## src/rtl/lb_pkg.sv

```systemverilog
// Shared types and helpers for the 3x3 line-buffer controller.
package lb_pkg;

  localparam int COORD_W = 11;
  localparam int SLOT_W  = 2;

  typedef logic [COORD_W-1:0] coord_t;
  typedef logic [SLOT_W-1:0]  slot_t;

  // Frame tracking: waiting for start of frame, filling rows 0-1, producing windows.
  typedef enum logic [1:0] {
    WAIT_SOF = 2'd0,
    FILL     = 2'd1,
    RUN      = 2'd2
  } lb_state_e;

  // Slots holding the top/centre/bottom rows of a window.
  typedef struct packed {
    slot_t top;
    slot_t mid;
    slot_t bot;
  } sel_t;

  function automatic slot_t slot_inc(input slot_t s);
    return (s == 2'd2) ? 2'd0 : s + 2'd1;
  endfunction

  function automatic slot_t slot_dec(input slot_t s);
    return (s == 2'd0) ? 2'd2 : s - 2'd1;
  endfunction

  // Bottom row sits in slot s; the two rows above occupy s-1 and s-2 (== s+1 mod 3).
  function automatic sel_t make_sel(input slot_t s);
    sel_t r;
    r.top = slot_inc(s);
    r.mid = slot_dec(s);
    r.bot = s;
    return r;
  endfunction

endpackage

```

## src/rtl/line_buffer_ctrl.sv

```systemverilog
// Write/read sequencer for a 3-slot line buffer producing a 3x3 window stream.
// Handshake: a beat transfers when s_tvalid & s_tready; s_tready is always 1, and
// the window stream has no backpressure (fixed latency).
module line_buffer_ctrl
  import lb_pkg::*;
#(
  parameter int DATA_WIDTH   = 32,
  parameter int LINE_WIDTH   = 1920,
  parameter int FRAME_HEIGHT = 1080
) (
  input  logic                  clk,
  input  logic                  rstn,
  input  logic [DATA_WIDTH-1:0] s_tdata,
  input  logic                  s_tvalid,
  output logic                  s_tready,
  input  logic                  s_tuser,
  input  logic                  s_tlast,
  output logic                  en_wr,
  output logic [DATA_WIDTH-1:0] pixel_in,
  output logic [10:0]           write_x,
  output logic [1:0]            write_row,
  output logic                  en_rd,
  output logic [10:0]           read_x,
  output logic [1:0]            sel_top,
  output logic [1:0]            sel_mid,
  output logic [1:0]            sel_bot,
  output logic                  win_valid,
  output logic [10:0]           win_x,
  output logic [10:0]           win_y,
  output logic                  win_user,
  output logic                  win_last,
  output logic                  err_sync
);

  localparam coord_t LAST_X = coord_t'(LINE_WIDTH - 1);
  localparam coord_t LAST_Y = coord_t'(FRAME_HEIGHT - 1);

  lb_state_e state_q, state_d;
  coord_t    x_q, y_q;
  slot_t     slot_q;

  logic   accept, beat_ok, frame_err, restart, take, drop_pipe;
  logic   rd_issue, fl_issue;
  coord_t bx, by;
  slot_t  bslot;

  // Read pipeline: request stage, flush delay stages, and the data travelling with en_rd.
  logic   rq_v, fl1_v, fl2_v;
  coord_t rq_x, rq_y, fl_y, rd_y;
  sel_t   rq_sel, fl_sel, rd_sel;

  assign s_tready = 1'b1;
  assign accept   = s_tvalid & s_tready;

  // Beat classification and next-state decode.
  always_comb begin
    bx        = s_tuser ? '0 : x_q;
    by        = s_tuser ? '0 : y_q;
    bslot     = s_tuser ? '0 : slot_q;
    beat_ok   = accept & (s_tuser | (state_q != WAIT_SOF));
    frame_err = beat_ok & (s_tlast != (bx == LAST_X));
    restart   = beat_ok & s_tuser & (state_q != WAIT_SOF);
    take      = beat_ok & ~frame_err;
    drop_pipe = frame_err | restart;
    rd_issue  = take & (by >= coord_t'(2)) & (bx != '0);
    fl_issue  = take & (by >= coord_t'(2)) & s_tlast;
    state_d   = state_q;
    if (frame_err) begin
      state_d = WAIT_SOF;
    end else if (take) begin
      if (s_tlast) begin
        if (by == LAST_Y)             state_d = WAIT_SOF;
        else if (by >= coord_t'(1))   state_d = RUN;
        else                          state_d = FILL;
      end else begin
        state_d = (by >= coord_t'(2)) ? RUN : FILL;
      end
    end
  end

  // State register, pixel position counters and sticky framing error.
  always_ff @(posedge clk or negedge rstn) begin
    if (!rstn) begin
      state_q  <= WAIT_SOF;
      x_q      <= '0;
      y_q      <= '0;
      slot_q   <= '0;
      err_sync <= 1'b0;
    end else begin
      state_q <= state_d;
      if (frame_err | restart) err_sync <= 1'b1;
      if (take) begin
        if (s_tlast) begin
          x_q    <= '0;
          y_q    <= (by == LAST_Y) ? '0 : by + coord_t'(1);
          slot_q <= (by == LAST_Y) ? '0 : slot_inc(bslot);
        end else begin
          x_q    <= bx + coord_t'(1);
          y_q    <= by;
          slot_q <= bslot;
        end
      end
    end
  end

  // Write port: every kept beat is written one cycle after it is accepted.
  always_ff @(posedge clk or negedge rstn) begin
    if (!rstn) begin
      en_wr     <= 1'b0;
      pixel_in  <= '0;
      write_x   <= '0;
      write_row <= '0;
    end else begin
      en_wr <= take;
      if (take) begin
        pixel_in  <= s_tdata;
        write_x   <= bx;
        write_row <= bslot;
      end
    end
  end

  // Read scheduling: column x-1 is read two cycles after pixel x; the last column of a
  // line is read one cycle later still, into the slot left free by the next line's pixel 0.
  always_ff @(posedge clk or negedge rstn) begin
    if (!rstn) begin
      rq_v   <= 1'b0;
      rq_x   <= '0;
      rq_y   <= '0;
      rq_sel <= '0;
      fl1_v  <= 1'b0;
      fl2_v  <= 1'b0;
      fl_y   <= '0;
      fl_sel <= '0;
      en_rd  <= 1'b0;
      read_x <= '0;
      rd_y   <= '0;
      rd_sel <= '0;
    end else begin
      rq_v  <= rd_issue;
      fl1_v <= fl_issue;
      fl2_v <= fl1_v & ~drop_pipe;
      en_rd <= (rq_v | fl2_v) & ~drop_pipe;
      if (rd_issue) begin
        rq_x   <= bx - coord_t'(1);
        rq_y   <= by - coord_t'(1);
        rq_sel <= make_sel(bslot);
      end
      if (fl_issue) begin
        fl_y   <= by - coord_t'(1);
        fl_sel <= make_sel(bslot);
      end
      if (rq_v | fl2_v) begin
        read_x <= fl2_v ? LAST_X : rq_x;
        rd_y   <= fl2_v ? fl_y   : rq_y;
        rd_sel <= fl2_v ? fl_sel : rq_sel;
      end
    end
  end

  // Window tags: presented the cycle after the read, alongside the buffer's p00..p22.
  always_ff @(posedge clk or negedge rstn) begin
    if (!rstn) begin
      win_valid <= 1'b0;
      win_user  <= 1'b0;
      win_last  <= 1'b0;
      win_x     <= '0;
      win_y     <= '0;
      sel_top   <= '0;
      sel_mid   <= '0;
      sel_bot   <= '0;
    end else begin
      win_valid <= en_rd & ~drop_pipe;
      win_user  <= en_rd & ~drop_pipe & (read_x == '0) & (rd_y == coord_t'(1));
      win_last  <= en_rd & ~drop_pipe & (read_x == LAST_X);
      if (en_rd) begin
        win_x   <= read_x;
        win_y   <= rd_y;
        sel_top <= rd_sel.top;
        sel_mid <= rd_sel.mid;
        sel_bot <= rd_sel.bot;
      end
    end
  end

endmodule
```

## config.mk

```make
export PLATFORM = sky130hd
export DESIGN_NAME = line_buffer_ctrl
export DESIGN_NICKNAME = d
export VERILOG_FILES = /design/src/rtl/lb_pkg.sv /design/src/rtl/line_buffer_ctrl.sv
export SDC_FILE = /design/constraint.sdc
export NUM_CORES = 1
export LEC_CHECK = 0
export CORE_MARGIN = 1.5
export CORE_UTILIZATION = 40
export DETAILED_ROUTE_END_ITERATION = 8
export GPL_TIMING_DRIVEN = 0
export SYNTH_ARGS = -nofsm -noshare
export SYNTH_HDL_FRONTEND = slang
export SYNTH_SLANG_ARGS = --single-unit
```

## constraint.sdc

```tcl
create_clock -name clk -period 4 [get_ports clk]
set_input_delay 0.8 -clock clk [delete_from_list [all_inputs] [get_ports clk]]
set_output_delay 0.8 -clock clk [all_outputs]
set_load 0.005 [all_outputs]
```

==> impl_metrics.ini <==
[outcome]
status = complete, no violations

[logic_synthesis]
synthMuxAreaShare = 0.1184
ys_seq_elements = 181
synth.cell_area_mm2 = 0.008125
synth_xor_area_frac = 0.01186
synth_cell_types = 62
synth_adder_area_share = 0.01386
ys_seq_area_frac = 0.5574
synthSimpleGateAreaFrac = 0.1735
synth_compound_area_frac = 0.08577
syn-instance-count = 758
synth_enable_flop_cells = 0
synth_top_family_by_area = simple AND/OR/NAND/NOR gates
ys.flop_type = dfrtp_1
async_reset_ff_frac = 1.000
synth_nets = 804
ys_warn_count = 0
avgSynthCellArea_um2 = 10.72

[cts]
htreeDepth = 4
cts_sinks = 181
postCtsHoldBufs = 0
insertion_delay_ns = 0.44
cts-root-buf = clkbuf_16
clockBufferDepth = 2
cts_tree = built
clkTransAtPathRegs_ns = 0.07
cts_buffers = 17

[final_layout]
synthToLayoutAreaGrowth_pct = 28.23
stdcell_area_mm2 = 0.01042
regArea_mm2 = 0.004529
antennaDiodeCount = 0
drive_above_1_share = 0.1458
multi_input_area_mm2 = 0.003309
fin_nets = 952
num-fill-cells = 1803

[detailed_routing]
wl_mm = 19.50
drt-wirelength-per-cell_um = 16.47
postRouteAntennaNets = 0
routed_via_density = 5.085
drtIter0Drc = 324
vias = 6021
firstDrtPassIters = 5
drc = 0

[global_routing]
grt_antenna_before_repair = 0
grt_pass1_vias = 5886
globalRouteTotalUtil = 0.1917
grt_pass1_wl_mm = 32.37
grt_max_degree = 108
gr-total-overflow = 0

[setup_path]
crit_arrival_ns = 4.17
reg2regPathDepth = 10
cp.required_ns = 4.32
r2r_setup_slack_ns = 1.17
slowest_stage = clkdlybuf4s50_1
crit_path_max_incr_delay_ns = 0.51
reg2reg_from = x_q[0]
crit_type = in2reg
worstSetupStartpointType = input pin
crit_fanout = 10
r2r_end = rq_sel[4]
crit_chain = clkdlybuf4s50_1, buf_4, clkbuf_4, clkbuf_4, nor2b_1, ha_2, nand4_2, nor4_4, mux2i_4, nor2_1, buf_4, buf_8, mux2_1
critPathCaptureType = register

[power]
ir_drop_v = 0.0003387
power_uw = 6087
p_leak_uw = 0.004657
pwr_density_cell_mw_per_mm2 = 584.3

[worst_hold_path]
hold_path_class = in2async

[die]
core_area_mm2 = 0.01972
dieArea_mm2 = 0.02118
initial_core_util = 0.4121
die_h_um = 145.5
fp.dieW_um = 145.5
rows = 51
ios = 128

[sta]
maxSlewHeadroom = 0.3586
maxSlewViolCount = 0
skew_ns = 0.007736
fin_crit_ns = 3.848
finalCritPeriodShare = 0.9621
fmax_ghz = 0.2598
setup_viol = 0
hold_viol_final = 0
worstMarginPinSlew_ns = 0.9547

[placed_design]
dpl-instance-area_mm2 = 0.009751
hpwl_mm = 13.47
gp_congestion = 0.7981
port_buffers = 126

[run]
drv_cap = 0
==> how the worst max path moves through the flow <==
stage	start	to	slack, ns	cells past startpoint
after floorplan	s_tuser	fl_y[10]	0.47	12
after global placement	rstn	pixel_in[27]	-5.68	1
after detailed placement	s_tuser	fl_y[7]	-1.55	13
after CTS	s_tuser	rq_sel[4]	0.03	15
after global routing	s_tuser	rq_sel[4]	-0.01	15
final	s_tuser	rq_sel[4]	0.15	13
==> final cells by class <==
type	count	share of cell area
inverter	23	0.008406
timing repair buffer	129	0.1256
sequential	181	0.4347
tap	265	0.03182
clock inverter	14	0.01561
clock buffer	18	0.04215
buffer	49	0.02402
multi-input combinational	505	0.3176
==> per-stage QoR <==
stage | hold slack (ns) | cells | setup WS [ns] | TNS [ns] | utilization
after floorplan | 0.4385 | 758 | 0.4688 | 0 | -
after CTS | 0.3482 | 1184 | 0.03094 | 0 | 0.5271
final | 0.3211 | 1184 | 0.1515 | 0 | 0.5284
after detailed placement | 0.4607 | 1150 | -1.546 | -120.50 | 0.4945
after global routing | 0.3554 | 1184 | -0.01416 | -0.02808 | 0.5284
after global placement | 0.4534 | 1149 | -5.677 | -1153.89 | 0.4929
==> repair_timing <==
action                                  4_1_cts  5_1_grt
pin swaps                                     2        1
gates resized for setup                      11       16
endpoints found under the setup margin      118       67
buffers inserted                              2        0
==> state kept, by name (all words and copies together), names as in the netlist, 6 cells and up <==
signal / flops
pixel_in: 32
fl_y: 11
rd_y: 11
read_x: 11
rq_x: 11
rq_y: 11
win_x: 11
win_y: 11
write_x: 11
x_q: 11
y_q: 11
fl_sel: 6
rd_sel: 6
rq_sel: 6
==> where the power goes <==
part | internal [µW] | switching [µW] | total (µW)
clock network | 907 | 799 | 1710
registers | 2340 | 378 | 2720
logic | 982 | 683 | 1660
==> worst max-delay path: cells and delay by family <==
family | cells | cell delay, ns
fa+ha+maj | 1 | 0.25
buf+inv | 6 | 1.53
mux | 2 | 0.71
simple gates | 4 | 0.86
==> routing by layer <==
layer  track usage  routed length, µm  vias to the layer above
met5             0                  0                        -
met4       0.04643                167                        0
met3       0.06082               1286                       17
met2        0.2881               8614                      178
met1        0.2692               9429                     2906
li1              -                  -                     2920
==> placed cells by master (no fill, tap or decap), types with 10 or more instances in the layout <==
cell             synthesis  final
nor3_1                  19     19
clkdlybuf4s50_1          0    125
a211o_1                 10     10
clkbuf_16                0     17
nor2b_1                 16     16
nor4_1                  11     10
o21ai_0                 57     57
dfrtp_1                181    181
nand2b_1                18     17
clkbuf_1                35     24
nor2_1                  27     27
nand2_1                148    148
mux2_2                  60     60
xnor2_1                 10     10
inv_1                   21     21
mux2i_1                 25     25
==> cell families (layout without fill, tap and decap cells) <==
| family | after synthesis | count (layout) |
|---|---|---|
| mux | 88 | 88 |
| buf+inv | 72 | 233 |
| flops | 181 | 181 |
| other cells | 1 | 1 |
| simple gates | 287 | 287 |
| compound gates | 109 | 109 |
| fa+ha+maj | 9 | 9 |
| xor+xnor | 11 | 11 |
==> synthesized netlist by cell type (11+ instances only) <==
| cell type | instances | area [µm²] |
|---|---|---|
| clkbuf_1 | 35 | 131.4 |
| dfrtp_1 | 181 | 4529 |
| inv_1 | 21 | 78.83 |
| mux2_2 | 60 | 675.7 |
| mux2i_1 | 25 | 250.2 |
| nand2_1 | 148 | 555.5 |
| nand2b_1 | 18 | 112.6 |
| nor2_1 | 27 | 101.4 |
| nor2b_1 | 16 | 100.1 |
| nor3_1 | 19 | 95.09 |
| nor4_1 | 11 | 68.82 |
| o21ai_0 | 57 | 285.3 |
No activity file was read; power rests on OpenSTA's default activity.
